**src/rtl/srambank_access_ctrl.sv**
```systemverilog
// Request-side controller for one synchronous SRAM bank: issues registered bank strobes,
// performs half-masked writes as read-modify-write, and buffers read data in a small FIFO.
module srambank_access_ctrl #(
  parameter int ADDR_W    = 9,
  parameter int DATA_W    = 18,
  parameter int RSP_DEPTH = 2
) (
  input  logic              clk,
  input  logic              rst_n,
  input  logic              req_valid,
  output logic              req_ready,
  input  logic              req_write,
  input  logic [ADDR_W-1:0] req_addr,
  input  logic [DATA_W-1:0] req_wdata,
  input  logic [1:0]        req_wmask,
  output logic              rsp_valid,
  input  logic              rsp_ready,
  output logic [DATA_W-1:0] rsp_rdata,
  output logic [ADDR_W-1:0] ADDRESS,
  output logic [DATA_W-1:0] wd,
  output logic              banksel,
  output logic              read,
  output logic              write,
  input  logic [DATA_W-1:0] dataout,
  output logic [1:0]        dbg_state
);
  localparam int HALF  = DATA_W / 2;
  localparam int PTR_W = (RSP_DEPTH > 1) ? $clog2(RSP_DEPTH) : 1;
  localparam int CNT_W = $clog2(RSP_DEPTH + 1) + 1;

  // Handshakes: a transfer happens on a rising clk edge where valid & ready are both 1;
  // valid never waits on ready, and the FIFO head stays stable while rsp_valid & !rsp_ready.
  typedef enum logic [1:0] {IDLE = 2'd0, RMW_RD = 2'd1, RMW_MRG = 2'd2} state_t;
  state_t state, state_nxt;

  logic [ADDR_W-1:0] lat_addr, addr_nxt;
  logic [DATA_W-1:0] lat_wdata, wd_nxt, merged;
  logic [1:0]        lat_mask;
  logic              read_nxt, write_nxt, rd_host, rd_host_nxt, cap, latch_rmw;
  logic              accept, push, pop;
  logic [DATA_W-1:0] fifo_mem [RSP_DEPTH];
  logic [PTR_W-1:0]  wr_ptr, rd_ptr;
  logic [CNT_W-1:0]  count, outstanding;

  function automatic logic [PTR_W-1:0] ptr_inc(input logic [PTR_W-1:0] p);
    return (p == PTR_W'(RSP_DEPTH - 1)) ? '0 : p + 1'b1;
  endfunction

  // Credits cover FIFO entries plus host reads still travelling through the bank.
  assign outstanding = count + CNT_W'(rd_host) + CNT_W'(cap);
  assign req_ready   = (state == IDLE) && (outstanding < CNT_W'(RSP_DEPTH));
  assign accept      = req_valid && req_ready;
  assign merged      = {lat_mask[1] ? lat_wdata[DATA_W-1:HALF] : dataout[DATA_W-1:HALF],
                        lat_mask[0] ? lat_wdata[HALF-1:0]      : dataout[HALF-1:0]};
  assign dbg_state   = state;

  always_comb begin
    state_nxt   = state;
    addr_nxt    = ADDRESS;
    wd_nxt      = wd;
    read_nxt    = 1'b0;
    write_nxt   = 1'b0;
    rd_host_nxt = 1'b0;
    latch_rmw   = 1'b0;
    case (state)
      IDLE: begin
        if (accept) begin
          if (!req_write) begin
            addr_nxt    = req_addr;
            read_nxt    = 1'b1;
            rd_host_nxt = 1'b1;
          end else if (req_wmask == 2'b11) begin
            addr_nxt  = req_addr;
            wd_nxt    = req_wdata;
            write_nxt = 1'b1;
          end else if (req_wmask != 2'b00) begin
            addr_nxt  = req_addr;
            read_nxt  = 1'b1;
            latch_rmw = 1'b1;
            state_nxt = RMW_RD;
          end
        end
      end
      RMW_RD:  state_nxt = RMW_MRG;
      RMW_MRG: begin
        addr_nxt  = lat_addr;
        wd_nxt    = merged;
        write_nxt = 1'b1;
        state_nxt = IDLE;
      end
      default: state_nxt = IDLE;
    endcase
  end

  always_ff @(posedge clk or negedge rst_n) begin
    if (!rst_n) begin
      state     <= IDLE;
      ADDRESS   <= '0;
      wd        <= '0;
      read      <= 1'b0;
      write     <= 1'b0;
      banksel   <= 1'b0;
      rd_host   <= 1'b0;
      cap       <= 1'b0;
      lat_addr  <= '0;
      lat_wdata <= '0;
      lat_mask  <= '0;
    end else begin
      state   <= state_nxt;
      ADDRESS <= addr_nxt;
      wd      <= wd_nxt;
      read    <= read_nxt;
      write   <= write_nxt;
      banksel <= read_nxt | write_nxt;
      rd_host <= rd_host_nxt;
      cap     <= rd_host;
      if (latch_rmw) begin
        lat_addr  <= req_addr;
        lat_wdata <= req_wdata;
        lat_mask  <= req_wmask;
      end
    end
  end

  // dataout is captured the cycle after a host read strobe; RMW reads never set rd_host.
  assign push      = cap;
  assign pop       = rsp_valid && rsp_ready;
  assign rsp_valid = (count != '0);
  assign rsp_rdata = fifo_mem[rd_ptr];

  always_ff @(posedge clk or negedge rst_n) begin
    if (!rst_n) begin
      wr_ptr <= '0;
      rd_ptr <= '0;
      count  <= '0;
      for (int i = 0; i < RSP_DEPTH; i++) fifo_mem[i] <= '0;
    end else begin
      if (push) begin
        fifo_mem[wr_ptr] <= dataout;
        wr_ptr           <= ptr_inc(wr_ptr);
      end
      if (pop) rd_ptr <= ptr_inc(rd_ptr);
      count <= count + CNT_W'(push) - CNT_W'(pop);
    end
  end

  assert property (@(posedge clk) disable iff (!rst_n)
    !(push && !pop && (count == CNT_W'(RSP_DEPTH))));

endmodule

```
**config.mk**
```make
export PLATFORM = sky130hd
export DESIGN_NAME = srambank_access_ctrl
export DESIGN_NICKNAME = d
export VERILOG_FILES = /design/src/rtl/srambank_access_ctrl.sv
export SDC_FILE = /design/constraint.sdc
export NUM_CORES = 1
export LEC_CHECK = 0
export CORE_ASPECT_RATIO = 1.4
export CORE_MARGIN = 5
export CORE_UTILIZATION = 57
export CTS_BUF_LIST = sky130_fd_sc_hd__clkbuf_4 sky130_fd_sc_hd__clkbuf_8
export DETAILED_ROUTE_END_ITERATION = 8
export GPL_ROUTABILITY_DRIVEN = 0
export PLACE_DENSITY_LB_ADDON = 0.15
export SETUP_SLACK_MARGIN = 0.4
export SLEW_MARGIN = 20
export SYNTH_ARGS = -nofsm -noshare
export SYNTH_HDL_FRONTEND = slang
export SYNTH_SLANG_ARGS = --single-unit
export TNS_END_PERCENT = 5
```
**constraint.sdc**
```tcl
create_clock -name clk -period 4.3 [get_ports clk]
set_input_delay 0.86 -clock clk [delete_from_list [all_inputs] [get_ports clk]]
set_output_delay 0.86 -clock clk [all_outputs]
set_load 0.005 [all_outputs]
```
# --- After elaboration in Yosys (flattened, before gate mapping) ---
# Index checks and enable logic that the tools add are counted.
classes:
  n_addsub: 6
  mul: 0
  div: 0
  n_lt_le_gt_ge: 4
  eq_ne: 9
  shifts: 0
  muxes: 39
  bitwise: 3
  reduce_logical: 11
op_table:
  columns: ["cell", "count"]
  rows:
  - ["$mux 18", 7]
  - ["$mux 9", 6]
  - ["$bwmux 36", 1]
  - ["$pmux 18 s2", 1]
  - ["$demux 18 s1", 1]
  - ["$pmux 9 s2", 1]
  - ["$mux 1", 16]
  - ["$add 3x1->3", 3]
  - ["$mux 2", 4]
  - ["$reduce_and 4->1", 2]
  - ["$ne 2x2->1 const B", 3]
  - ["$eq 2x2->1 const B", 2]
  - ["$ge 2x2->1 const B", 2]
  - ["$logic_and 1x1->1", 4]
  - ["$ne 2x1->1 const B", 2]
  - ["$ne 4x2->1 const B", 1]
  - ["$not 1->2", 2]
  - ["$pmux 2 s2", 1]
  - ["$reduce_bool 2->1", 2]
  - ["$lt 3x2->1 const B", 1]
  - ["$reduce_and 3->1", 1]
  - ["$reduce_bool 3->1", 1]
  - ["$sub 3x1->3", 1]
  - ["$add 1x1->1 const B", 2]
  - ["other kinds (5)", 5]
totals:
  register_bits: 104
  latchBits: 0
  ram_bits: 0
  romBits: 0
  inputBits: 52
  n_memories: 0

# --- Depth between registers and ports, before layout ---
depth:
  word_depth: 8
  depth_mapped: 9
  mapped_depth_nobuf: 9

# --- Least setup slack after synthesis ---
# No wires, ideal clock.
synth_path:
  kind: "reg-to-reg"
  from: "register cap"
  to: "register lat_addr[1]"
  setup_ps: 125
  arrival_time_ps: 2196
  required_time_ps: 4175
  setup_slack_ps: 1979
  path_stages_with_launch: 10
  path_buffers: 2
  path_cell_list: "dfrtp_1 -> ha_1 -> a21o_1 -> ha_1 -> nor2b_1 -> and2_1 -> nand4_1 -> buf_4 -> buf_6 -> mux2_4"
synth_between:
  elab_chain_len: 6
synth_lines:
  columns: ["item", "line_no", "source"]
  rows:
  - ["start: declaration", "39", "logic read_nxt, write_nxt, rd_host, rd_host_nxt, cap, latch_rmw;"]
  - ["start signal: assignment", "116", "cap <= rd_host;"]
  - ["$add 3x1->3", "50", "assign outstanding = count + CNT_W'(rd_host) + CNT_W'(cap);"]
  - ["$lt 3x2->1", "51", "assign req_ready = (state == IDLE) && (outstanding < CNT_W'(RSP_DEPTH));"]
  - ["$logic_and 1x1->1", "51", null]
  - ["$logic_and 1x1->1", "52", "assign accept = req_valid && req_ready;"]
  - ["$mux 1", "67", "if (accept) begin"]
  - ["$mux 1", "65", "case (state)"]
  - ["end signal: assignment", "118", "lat_addr <= req_addr;"]
  - ["end: declaration", "36", "logic [ADDR_W-1:0] lat_addr, addr_nxt;"]
# No other way between the ends.
# A chain may end at the register's enable or synchronous reset.

# --- Worst setup path after layout ---
layout_path:
  from: "register cap"
  to: "output req_ready"
layout_between:
  elab_chain_len: 3
layout_lines:
  columns: ["item", "line_no", "source"]
  rows:
  - ["$add 3x1->3", "50", null]
  - ["$lt 3x2->1", "51", null]
  - ["$logic_and 1x1->1", "51", null]
  - ["end: declaration", "11", "output logic req_ready,"]
# No other way between the ends.

==> impl_metrics.py <==
metrics = {
    "run_status": {
        "status": "complete, no violations",
    },
    "worst_setup_path": {
        "reg2regPathDepth": 8,
        "worst_setup_path_start_kind": "flip-flop",
        "startpoint": "cap$_DFF_PN0_",
        "end_kind": "output port",
        "regToRegSetupSlack_ps": 1110,
        "worst-endpoint-required_ps": 3440,
        "critPathMaxFanout": 5,
        "crit_arrival_ps": 2440,
        "timing.rr.end": "lat_mask[1]$_DFFE_PN0P_",
        "path_class": "flip-flop to output port",
        "r2r_start": "cap$_DFF_PN0_",
    },
    "sta": {
        "finalSetupTns_ps": 0,
        "rsz0062_at_grt": "no",
        "finalCritPeriodShare": 0.769,
        "drv_slew": 0,
        "hold_violations": 0,
        "setup_violations": 0,
        "fmax_ghz": 0.303,
        "fin_crit_ps": 3300,
        "worst_slew_pin_slew_ps": 947,
        "fin_skew_ps": 7.44,
        "slew_headroom": 0.365,
    },
    "power": {
        "p_leak_nw": 2.66,
        "p_per_area_nw_per_um2": 671,
        "switching_share": 0.301,
        "ir_drop_mv": 0.416,
        "p_seq_frac": 0.444,
        "p_comb_frac": 0.405,
        "design_power_total_mw": 4.07,
        "internal_power_mw": 2.84,
        "clockPowerShare": 0.152,
        "p_switching_mw": 1.23,
    },
    "floorplan": {
        "die_area_um2": 10300,
        "die_x_um": 87.4,
        "core_um2": 8200,
        "rows": 39,
        "io_pins": 104,
        "start_util": 0.583,
        "fp.dieH_um": 118,
    },
    "clock_network": {
        "cts_tree": "built",
        "numCtsBuffers": 9,
        "clk_pin_slew_ps": 90,
        "htreeDepth": 3,
        "cts_setup_buffers": 0,
        "clockBufferDepth": 2,
        "clkLatencyLatePin_ps": 360,
        "cts_root_buffer": "clkbuf_8",
        "cts_resized": 0,
        "cts.sink_count": 104,
        "ctsHoldBuffers": 0,
    },
    "layout": {
        "antennaDiodeCount": 0,
        "regArea_um2": 2600,
        "layout.nets": 539,
        "area_growth_pct": 26.8,
        "fillers": 593,
        "multiInputGateArea_um2": 2010,
        "final_cell_mix": "dfrtp_1 (104), clkdlybuf4s50_1 (102), mux2_2 (73), nand2_1 (40), nor2b_1 (30)",
        "utilization": 0.740,
        "drive_above_1_share": 0.221,
        "layout_commonest_cell": "dfrtp_1",
    },
    "route": {
        "dr_wl_met2_mm": 5.36,
        "ant_nets": 0,
        "vias_per_cell": 5.65,
        "drtIter0Drc": 267,
        "vias": 3309,
        "met3_length_um": 561,
        "top_layer": "met4",
        "wl_mm": 10.7,
        "wire_per_inst_um": 18.2,
        "drt_first_pass_iters": 5,
        "route.detailed.drc": 0,
        "drt-met1-wl_mm": 4.56,
    },
    "synth": {
        "synthSimpleGateAreaFrac": 0.0921,
        "synthArstFlopShare": 1.00,
        "synthXorXnorAreaFrac": 0.0107,
        "synth_area_per_cell_um2": 12.4,
        "synth_top_family_by_area": "multiplexers",
        "synth.top_cell.area_share": 0.544,
        "yosysWarningCount": 0,
        "ys_ff_latch": 104,
        "synthMuxAreaShare": 0.203,
        "synth_flop_cell": "dfrtp_1",
        "synth_edf_count": 0,
        "yosys.area.top_type": "dfrtp_1",
        "syn-instance-count": 385,
        "synth_cell_type_count": 33,
        "synth_nets": 445,
        "synth_fa_ha_area_frac": 0.0225,
        "synth_area_leaders": "dfrtp_1 (54%), mux2_2 (17%), nor2b_1 (4.1%)",
        "synth.yosys.seq_area_share": 0.544,
        "mappedNetlistArea_um2": 4780,
        "synth_compound_area_frac": 0.0908,
    },
    "hold_path": {
        "whs_path_depth": 0,
        "worstHoldStart": "rd_host$_DFF_PN0_",
        "hold_path_class": "flip-flop to flip-flop",
        "min_to": "cap$_DFF_PN0_",
    },
    "placement": {
        "numPortBuffers": 103,
        "dpl.hpwl_mm": 7.49,
    },
    "grt": {
        "grt_pass1_wl_mm": 17.9,
        "antenna_found_initial": 0,
        "overflow": 0,
        "grt_max_degree": 65,
        "grt_pass1_vias": 3530,
        "grt_use_total": 0.219,
    },
    "run": {
        "maxCapViolCount": 0,
    },
}
-- layer usage --
metal / global-route usage / vias to the layer above
met2: 0.348 / 85
met3: 0.0480 / 14
li1: - / 1561
met5: 0 / -
met4: 0.0739 / 0
met1: 0.295 / 1649
-- cell families (layout without fill, tap and decap cells) --
family / after synthesis / count (layout)
AOI/OAI and AO/OA: 57 / 57
and+or+nand+nor: 87 / 87
muxes: 83 / 83
DFF: 104 / 104
adders and majority gates: 8 / 8
buffers and inverters: 41 / 140
xor gates and xnor gates: 5 / 5
-- cell usage after synthesis, types with 2 or more instances --
cell        n
dfrtp_1   104
mux2_2     73
nand2_1    40
nor2b_1    31
a211oi_1   18
a31oi_1    18
clkbuf_1   16
inv_1      16
mux2_4     10
a222oi_1    9
o41ai_1     9
ha_1        7
buf_2       4
nand3_1     3
and2_1      2
and3_1      2
buf_1       2
buf_4       2
nand2b_1    2
nor2_1      2
xnor2_1     2
xor2_1      2
-- worst max-delay path, cell delays in order, from the launching register on --
cell and delay (ps):
dfrtp_1 470, ha_1 320, a21o_1 160, ha_1 200, xnor2_2 240, and3b_1 200
clkdlybuf4s50_1 490
-- power by group through the flow --
stage,Sequential [mW],Combinational (mW),Clock (mW)
3_3_place_gp,1.80,1.61,0
6_report,1.80,1.65,0.617
4_1_cts,1.81,1.67,0.634
5_1_grt,1.87,1.80,0.672
3_5_place_dp,1.82,1.66,0
2_1_floorplan,1.67,0.976,0
-- flip-flops by register name, indices dropped and copies added, names as in the netlist, 2 cells and up --
register / flops
lat_addr: 9
fifo_mem: 36
count: 3
ADDRESS: 9
lat_wdata: 18
wd: 18
lat_mask: 2
dbg_state: 2
-- cell type report --
class                   count  share of cell area
flip-flops and latches    104               0.429
well taps                 102              0.0210
multi-input cells         240               0.331
inverters                  16             0.00990
clock inverters             5             0.00928
clock buffers              11              0.0239
repair buffers            108               0.176
-- worst max-delay path by stage --
stage / endpoint / cells after the start / slack [ps]
6_report: req_ready / 6 / 1000
2_1_floorplan: lat_addr[1]$_DFFE_PN0P_ / 9 / 1980
3_5_place_dp: lat_addr[2]$_DFFE_PN0P_ / 6 / 1050
4_1_cts: req_ready / 6 / 970
3_3_place_gp: lat_addr[2]$_DFFE_PN0P_ / 6 / 1070
5_1_grt: req_ready / 6 / 890
-- through the flow --
stage / setup WS [ps] / cell area (um^2) / cells / hold slack [ps]
2_1_floorplan: 1980 / 4780 / 385 / 354
3_5_place_dp: 1050 / 5860 / 570 / 371
6_report: 995 / 6070 / 586 / 391
5_1_grt: 892 / 6070 / 586 / 414
3_3_place_gp: 1070 / 5860 / 570 / 359
4_1_cts: 969 / 6070 / 586 / 395
Power figures use the tool's default switching activity.
